<file path="src/rtl/tdm_pkg.sv">
// Shared definitions for the TDM link: receiver FSM states and default frame geometry.
// The TX-side sequencer uses the same constants, so frames stay consistent on both ends.
package tdm_pkg;

    localparam int NUM_CH_DEF = 8;
    localparam int DATA_W_DEF = 1;

    typedef enum logic [0:0] {
        IDLE = 1'b0,
        RECV = 1'b1
    } state_t;

    // A single-slot frame still needs a one-bit counter.
    function automatic int sel_width(input int num_ch);
        return (num_ch > 1) ? $clog2(num_ch) : 1;
    endfunction

endpackage

</file>
<file path="src/rtl/tdm_demux_1x8_if.sv">
// Bundle between the serial-link side and the demultiplexer: slot stream in, rebuilt frame out.
interface tdm_demux_1x8_if
    import tdm_pkg::*;
#(
    parameter int NUM_CH = NUM_CH_DEF,
    parameter int DATA_W = DATA_W_DEF,
    parameter int SEL_W  = sel_width(NUM_CH)
) ();

    logic                       enable;
    logic [DATA_W-1:0]          in_data;
    logic                       in_valid;
    logic                       frame_sync;
    logic [SEL_W-1:0]           select_out;
    logic [NUM_CH*DATA_W-1:0]   out_bus;
    logic                       out_valid;
    logic                       frame_err;

    modport master (
        output enable,
        output in_data,
        output in_valid,
        output frame_sync,
        input  select_out,
        input  out_bus,
        input  out_valid,
        input  frame_err
    );

    modport slave (
        input  enable,
        input  in_data,
        input  in_valid,
        input  frame_sync,
        output select_out,
        output out_bus,
        output out_valid,
        output frame_err
    );

endinterface

</file>
<file path="src/rtl/tdm_demux_1x8_slot_counter.sv">
// Modulo-NUM_CH slot counter. clear together with inc restarts the frame at slot 1, which is
// what a resync needs: the sample carrying frame_sync has already filled slot 0.
module slot_counter
    import tdm_pkg::*;
#(
    parameter int NUM_CH = NUM_CH_DEF,
    parameter int SEL_W  = sel_width(NUM_CH)
) (
    input  logic             clk,
    input  logic             reset,
    input  logic             clear,
    input  logic             inc,
    output logic [SEL_W-1:0] count,
    output logic             last
);

    localparam logic [SEL_W-1:0] LAST_SLOT = SEL_W'(NUM_CH - 1);

    logic [SEL_W-1:0] count_reg;
    logic [SEL_W-1:0] count_next;

    always_comb begin
        count_next = count_reg;
        if (clear) begin
            count_next = inc ? SEL_W'(1) : '0;
        end else if (inc) begin
            count_next = (count_reg == LAST_SLOT) ? '0 : count_reg + SEL_W'(1);
        end
    end

    always_ff @(posedge clk) begin
        if (reset) begin
            count_reg <= '0;
        end else begin
            count_reg <= count_next;
        end
    end

    assign count = count_reg;
    assign last  = (count_reg == LAST_SLOT);

endmodule

</file>
<file path="src/rtl/tdm_demux_1x8.sv">
// TDM receiver: collects one sample per slot into a shadow frame and publishes the whole frame
// in a single update once the last slot arrives; a mid-frame sync drops the partial frame.
module tdm_demux_1x8
    import tdm_pkg::*;
#(
    parameter int NUM_CH = NUM_CH_DEF,
    parameter int DATA_W = DATA_W_DEF,
    parameter int SEL_W  = sel_width(NUM_CH)
) (
    input  logic            clk,
    input  logic            reset,
    tdm_demux_1x8_if.slave  bus
);

    localparam int BUS_W = NUM_CH * DATA_W;

    state_t state_reg;
    state_t state_next;

    logic             accept;
    logic             capture;
    logic             complete;
    logic             err_next;
    logic             cnt_clear;
    logic             cnt_inc;
    logic [SEL_W-1:0] slot;
    logic             slot_last;
    logic [SEL_W-1:0] wr_idx;
    logic [NUM_CH-1:0] wr_en;

    logic [BUS_W-1:0] shadow_reg;
    logic [BUS_W-1:0] out_bus_reg;
    logic             out_valid_reg;
    logic             frame_err_reg;

    assign accept = bus.enable & bus.in_valid;

    slot_counter #(
        .NUM_CH (NUM_CH),
        .SEL_W  (SEL_W)
    ) u_slot_counter (
        .clk   (clk),
        .reset (reset),
        .clear (cnt_clear),
        .inc   (cnt_inc),
        .count (slot),
        .last  (slot_last)
    );

    always_ff @(posedge clk) begin
        if (reset) begin
            state_reg <= IDLE;
        end else begin
            state_reg <= state_next;
        end
    end

    always_comb begin
        state_next = state_reg;
        capture    = 1'b0;
        complete   = 1'b0;
        err_next   = 1'b0;
        cnt_clear  = 1'b0;
        cnt_inc    = 1'b0;
        case (state_reg)
            IDLE: begin
                // Samples without sync cannot be placed in a frame, so they are dropped silently.
                if (accept && bus.frame_sync) begin
                    capture    = 1'b1;
                    cnt_inc    = 1'b1;
                    state_next = RECV;
                end
            end
            RECV: begin
                if (accept) begin
                    capture = 1'b1;
                    cnt_inc = 1'b1;
                    if (bus.frame_sync) begin
                        err_next  = 1'b1;
                        cnt_clear = 1'b1;
                    end else if (slot_last) begin
                        complete   = 1'b1;
                        state_next = IDLE;
                    end
                end
            end
            default: begin
                state_next = IDLE;
            end
        endcase
    end

    // A sync-qualified sample is always channel 0, whatever slot the counter had reached.
    assign wr_idx = bus.frame_sync ? '0 : slot;

    generate
        for (genvar gi = 0; gi < NUM_CH; gi++) begin : g_shadow
            assign wr_en[gi] = capture && (wr_idx == SEL_W'(gi));

            always_ff @(posedge clk) begin
                if (reset) begin
                    shadow_reg[gi*DATA_W +: DATA_W] <= '0;
                end else if (wr_en[gi]) begin
                    shadow_reg[gi*DATA_W +: DATA_W] <= bus.in_data;
                end
            end
        end
    endgenerate

    // The last channel bypasses the shadow so the frame is published on the edge that accepts it.
    always_ff @(posedge clk) begin
        if (reset) begin
            out_bus_reg   <= '0;
            out_valid_reg <= 1'b0;
            frame_err_reg <= 1'b0;
        end else begin
            out_valid_reg <= complete;
            frame_err_reg <= err_next;
            if (complete) begin
                out_bus_reg <= {bus.in_data, shadow_reg[BUS_W-DATA_W-1:0]};
            end
        end
    end

    assign bus.select_out = slot;
    assign bus.out_bus    = out_bus_reg;
    assign bus.out_valid  = out_valid_reg;
    assign bus.frame_err  = frame_err_reg;

endmodule

</file>
<file path="src/flat_wrapper.sv">
// flat-port wrapper written by rule: the top's interface ports become plain ports
module tdm_demux_1x8_flat import tdm_pkg::*;
#(
    parameter int NUM_CH = NUM_CH_DEF,
    parameter int DATA_W = DATA_W_DEF,
    parameter int SEL_W  = sel_width(NUM_CH)
)
  (clk, reset, bus_enable, bus_in_data, bus_in_valid, bus_frame_sync, bus_select_out, bus_out_bus, bus_out_valid, bus_frame_err);
  tdm_demux_1x8_if #(.NUM_CH(NUM_CH), .DATA_W(DATA_W), .SEL_W(SEL_W)) bus_i ();
  input  logic clk;
  input  logic reset;
  input wire logic [$bits(bus_i.enable)-1:0] bus_enable;
  input wire logic [$bits(bus_i.in_data)-1:0] bus_in_data;
  input wire logic [$bits(bus_i.in_valid)-1:0] bus_in_valid;
  input wire logic [$bits(bus_i.frame_sync)-1:0] bus_frame_sync;
  output wire logic [$bits(bus_i.select_out)-1:0] bus_select_out;
  output wire logic [$bits(bus_i.out_bus)-1:0] bus_out_bus;
  output wire logic [$bits(bus_i.out_valid)-1:0] bus_out_valid;
  output wire logic [$bits(bus_i.frame_err)-1:0] bus_frame_err;
  assign bus_i.enable = bus_enable;
  assign bus_i.in_data = bus_in_data;
  assign bus_i.in_valid = bus_in_valid;
  assign bus_i.frame_sync = bus_frame_sync;
  assign bus_select_out = bus_i.select_out;
  assign bus_out_bus = bus_i.out_bus;
  assign bus_out_valid = bus_i.out_valid;
  assign bus_frame_err = bus_i.frame_err;
  tdm_demux_1x8 #(.NUM_CH(NUM_CH), .DATA_W(DATA_W), .SEL_W(SEL_W)) u_core (.clk(clk), .reset(reset), .bus(bus_i));
endmodule
</file>
<file path="config.mk">
export PLATFORM = sky130hd
export DESIGN_NAME = tdm_demux_1x8_flat
export DESIGN_NICKNAME = d
export VERILOG_FILES = /design/src/rtl/tdm_pkg.sv /design/src/rtl/tdm_demux_1x8_if.sv /design/src/rtl/tdm_demux_1x8_slot_counter.sv /design/src/rtl/tdm_demux_1x8.sv /design/src/flat_wrapper.sv
export SDC_FILE = /design/constraint.sdc
export NUM_CORES = 1
export LEC_CHECK = 0
export BUFFER_PORTS_ARGS = -buffer_cell sky130_fd_sc_hd__buf_2
export CAP_MARGIN = 20
export CORE_ASPECT_RATIO = 0.75
export CORE_MARGIN = 10
export CORE_UTILIZATION = 40
export CTS_CLUSTER_SIZE = 25
export DETAILED_ROUTE_END_ITERATION = 12
export GPL_TIMING_DRIVEN = 1
export SETUP_SLACK_MARGIN = 0.2
export SYNTH_ARGS = -nofsm -noshare
export SYNTH_HDL_FRONTEND = slang
export SYNTH_SLANG_ARGS = --single-unit
export TNS_END_PERCENT = 10
</file>
<file path="constraint.sdc">
create_clock -name clk -period 4.1 [get_ports clk]
set_clock_uncertainty 0.2 [all_clocks]
set_input_delay 0.41 -clock clk [delete_from_list [all_inputs] [get_ports clk]]
set_output_delay 0.41 -clock clk [all_outputs]
set_load 0.05 [all_outputs]
</file>
==> flow_summary.rst <==
.. list-table::
   :header-rows: 1

   * - Metric
     - Value
   * - CTS-repair resized insts
     - 0
   * - Final worst-path cycle share
     - 46.5%
   * - Vias
     - about 740
   * - Insertion delay to the later sink of the worst-skew pair
     - ~0.30 ns
   * - Die width
     - 77.3 µm
   * - Final core utilization
     - 46.4%
   * - Residual DRC count
     - 0
   * - Vert. Die Dim
     - 63.0 µm
   * - Biggest fanout along the worst timing path
     - 10
   * - Number of slew-limit violations in the final report
     - 0
   * - Count of clock tree sinks
     - 21
   * - Largest net degree at the start of global routing
     - 23
   * - Top-area cell type share of the netlist area
     - a little over two fifths
   * - Pre-antenna DRT Iters
     - 4
   * - Mapped cell area
     - about 1000 µm²
   * - Worst setup EP type
     - register
   * - Worst slack at placement
     - 2.22 ns
   * - Num ports
     - 19
   * - Fraction of final layout cells with drive strength greater than 1
     - a little over 20%
   * - CTS tree
     - done
   * - Startpoint kind of the worst setup timing path
     - register
   * - Number of hold buffers added after CTS
     - 0
   * - CTS HTree Levels
     - 1
   * - Total Die Area
     - a little under 5000 µm²
   * - Flip-flop count of the largest register after layout
     - 8
   * - Final HPWL DP
     - between 1000 and 1500 µm
   * - Run status
     - finished, final reports clean
   * - Total Neg Setup Slack
     - 0 ns
   * - Worst setup path class
     - reg2reg
   * - Cell Rows
     - 15
   * - Commonest non-fill, non-tap cell in the layout
     - dfxtp_1
   * - Setup slack of the most critical reg-to-reg path
     - approximately 2.2 ns
   * - Mean instance size in the synthesized netlist
     - 10.1 µm²
   * - Hold crit path type
     - in2reg
   * - Final critical delay including setup and external delays
     - around 1.9 ns
   * - RSZ-0062 raised after global routing
     - no
   * - Count of warnings emitted by yosys
     - 0
   * - Clk pin slew, worst setup/hold paths
     - about 0.11 ns
   * - Post-synthesis register bit count
     - 21
   * - Mapped Nets
     - roughly 110
   * - Count of non-filler cells in the finished layout
     - 146
   * - DRT met1 WL
     - 942 µm
   * - Share of the yosys chip area belonging to registers
     - between 40% and 50%
   * - Wire length of the first global-routing pass
     - around 3600 µm
   * - Final setup slack of the worst path
     - between 2 and 2.5 ns
   * - Wire length on met2
     - approximately 830 µm
   * - Gate count after technology mapping
     - 98
   * - Unique masters post-synth
     - 28
   * - Drt wl/cell
     - around 13 µm
   * - Number of global-route vias before repair
     - between 700 and 800
   * - PortBufs
     - 18
   * - Least-Margin Pin Slew
     - ~0.33 ns
   * - Highest-count cells in the layout ignoring fill and taps
     - dfxtp_1, buf_2, mux2i_1
   * - Worst vdd rail ir drop
     - ~0.14 mV
   * - Antenna violations before repair
     - 0
   * - Post-layout nets
     - between 100 and 150
   * - Top routing layer in use
     - met4
   * - Number of buffers on the longest clock path
     - 2
   * - Number of max-capacitance violations reported
     - 0
   * - Arrival @ worst endpoint
     - ~1.9 ns
   * - Power density over the cells
     - 308 nW/µm²
   * - Global-route usage over all layers
     - 8.79%
   * - Pleak
     - between 0.4 and 0.5 nW
   * - Per-cell via count in the routed design
     - roughly 5.0
   * - Antenna Diode Count
     - 0
   * - First DRT Iteration DRCs
     - 36
   * - Post-CTS setup buffer count
     - 0
   * - Number of CTS-inserted buffers
     - 3
   * - Remaining global-route overflow
     - 0
   * - Remaining number of nets flagged by the antenna check after routing
     - 0
   * - Area contributors post-synth
     - dfxtp_1, mux2i_1, nand2b_1
   * - Placer congestion estimate
     - 0.858
   * - Core ar.
     - between 2000 and 2500 µm²
   * - Worst EP required
     - between 4 and 5 ns
   * - Clock Root Buffer
     - clkbuf_4
   * - Effective utilization at floorplan
     - 42.4%
   * - Worst slew margin relative to its limit
     - about 78%
   * - Number of placed instances, taps included
     - between 100 and 150
   * - WL final
     - about 2000 µm
   * - Fillcell total
     - between 200 and 300
   * - Peak clock frequency supported by timing
     - 525 MHz
   * - Largest area contributor in the netlist
     - dfxtp_1
   * - Amount of wire on met3 after detailed routing
     - approximately 150 µm
   * - Final setup fails
     - 0
   * - Area overhead of the layout relative to synthesis
     - 9.52%
   * - Number of failing hold endpoints at the final stage
     - 0
==> report_power, final <==
part	switching, mW	internal [mW]
sequential	0.00299	0.206
clock	0.0606	0.0379
combinational	0.0153	0.0100
total	0.0789	0.254
==> cell families (layout without fill, tap and decap cells) <==
kind of cell               after synthesis  in the layout  synth area share, %
adders and majority gates                3              3                 3.55
xor gates and xnor gates                 1              1                0.888
muxes                                   13             13                 13.2
AOI/OAI and AO/OA                        8              8                 5.58
and+or+nand+nor                         43             43                 27.2
buffers and inverters                    9             23                 6.98
DFF                                     21             21                 42.6
==> metal layers <==
layer / GRT usage, % / vias to the layer above
li1: - / 373
met1: 11.3 / 345
met2: 12.1 / 16
met3: 4.74 / 2
met4: 2.73 / 0
met5: 0 / -
==> path summary, 6_finish.rpt <==
kind | start | endpoint | depth (start not counted)
min reg2reg | u_core.bus.out_bus[7] | u_core.bus.out_bus[7] | 2
min | bus_in_valid | u_core.u_slot_counter.count[1] | 3
max reg2reg | u_core.u_slot_counter.count[1] | u_core.u_slot_counter.count[0] | 5
max | u_core.u_slot_counter.count[1] | u_core.u_slot_counter.count[0] | 5
==> Yosys cell counts <==
cell	number
a21oi_1	3
a2bb2oi_1	1
a32o_1	1
and2_4	1
and4b_1	1
and4bb_1	2
buf_2	1
buf_4	1
buf_6	4
clkbuf_1	2
dfxtp_1	21
ha_1	2
inv_1	1
maj3_1	1
mux2i_1	13
nand2_1	9
nand2b_1	12
nand3_1	4
nand4_1	3
nand4b_1	3
nor2_1	4
nor2b_1	1
nor3b_1	2
o211ai_1	1
o21ai_1	1
o311ai_1	1
or4b_4	1
xor2_1	1
==> per-stage QoR <==
stage               power, mW  instance area [µm²]  hold WS (ns)
floorplan               0.235                  986         0.258
global placement        0.239                 1050         0.245
detailed placement      0.239                 1050         0.246
CTS                     0.337                 1080         0.216
global route            0.348                 1080         0.238
finish                  0.333                 1080         0.230
==> area by class of cell <==
type,instances,area [µm²],share of cell area (%)
Clock buffer,4,26.3,2.43
Sequential cell,21,420,38.9
Timing Repair Buffer,18,90.1,8.34
Inverter,1,3.75,0.348
Tap cell,34,42.5,3.94
Multi-Input combinational cell,68,497,46.0
==> critical path, cell delays in order (launching register included) <==
cell and delay, ns:
dfxtp_1 0.52, ha_1 0.22, ha_1 0.25, nor2_1 0.07, maj3_1 0.35, a32o_1 0.20
Power figures use the tool's default switching activity.
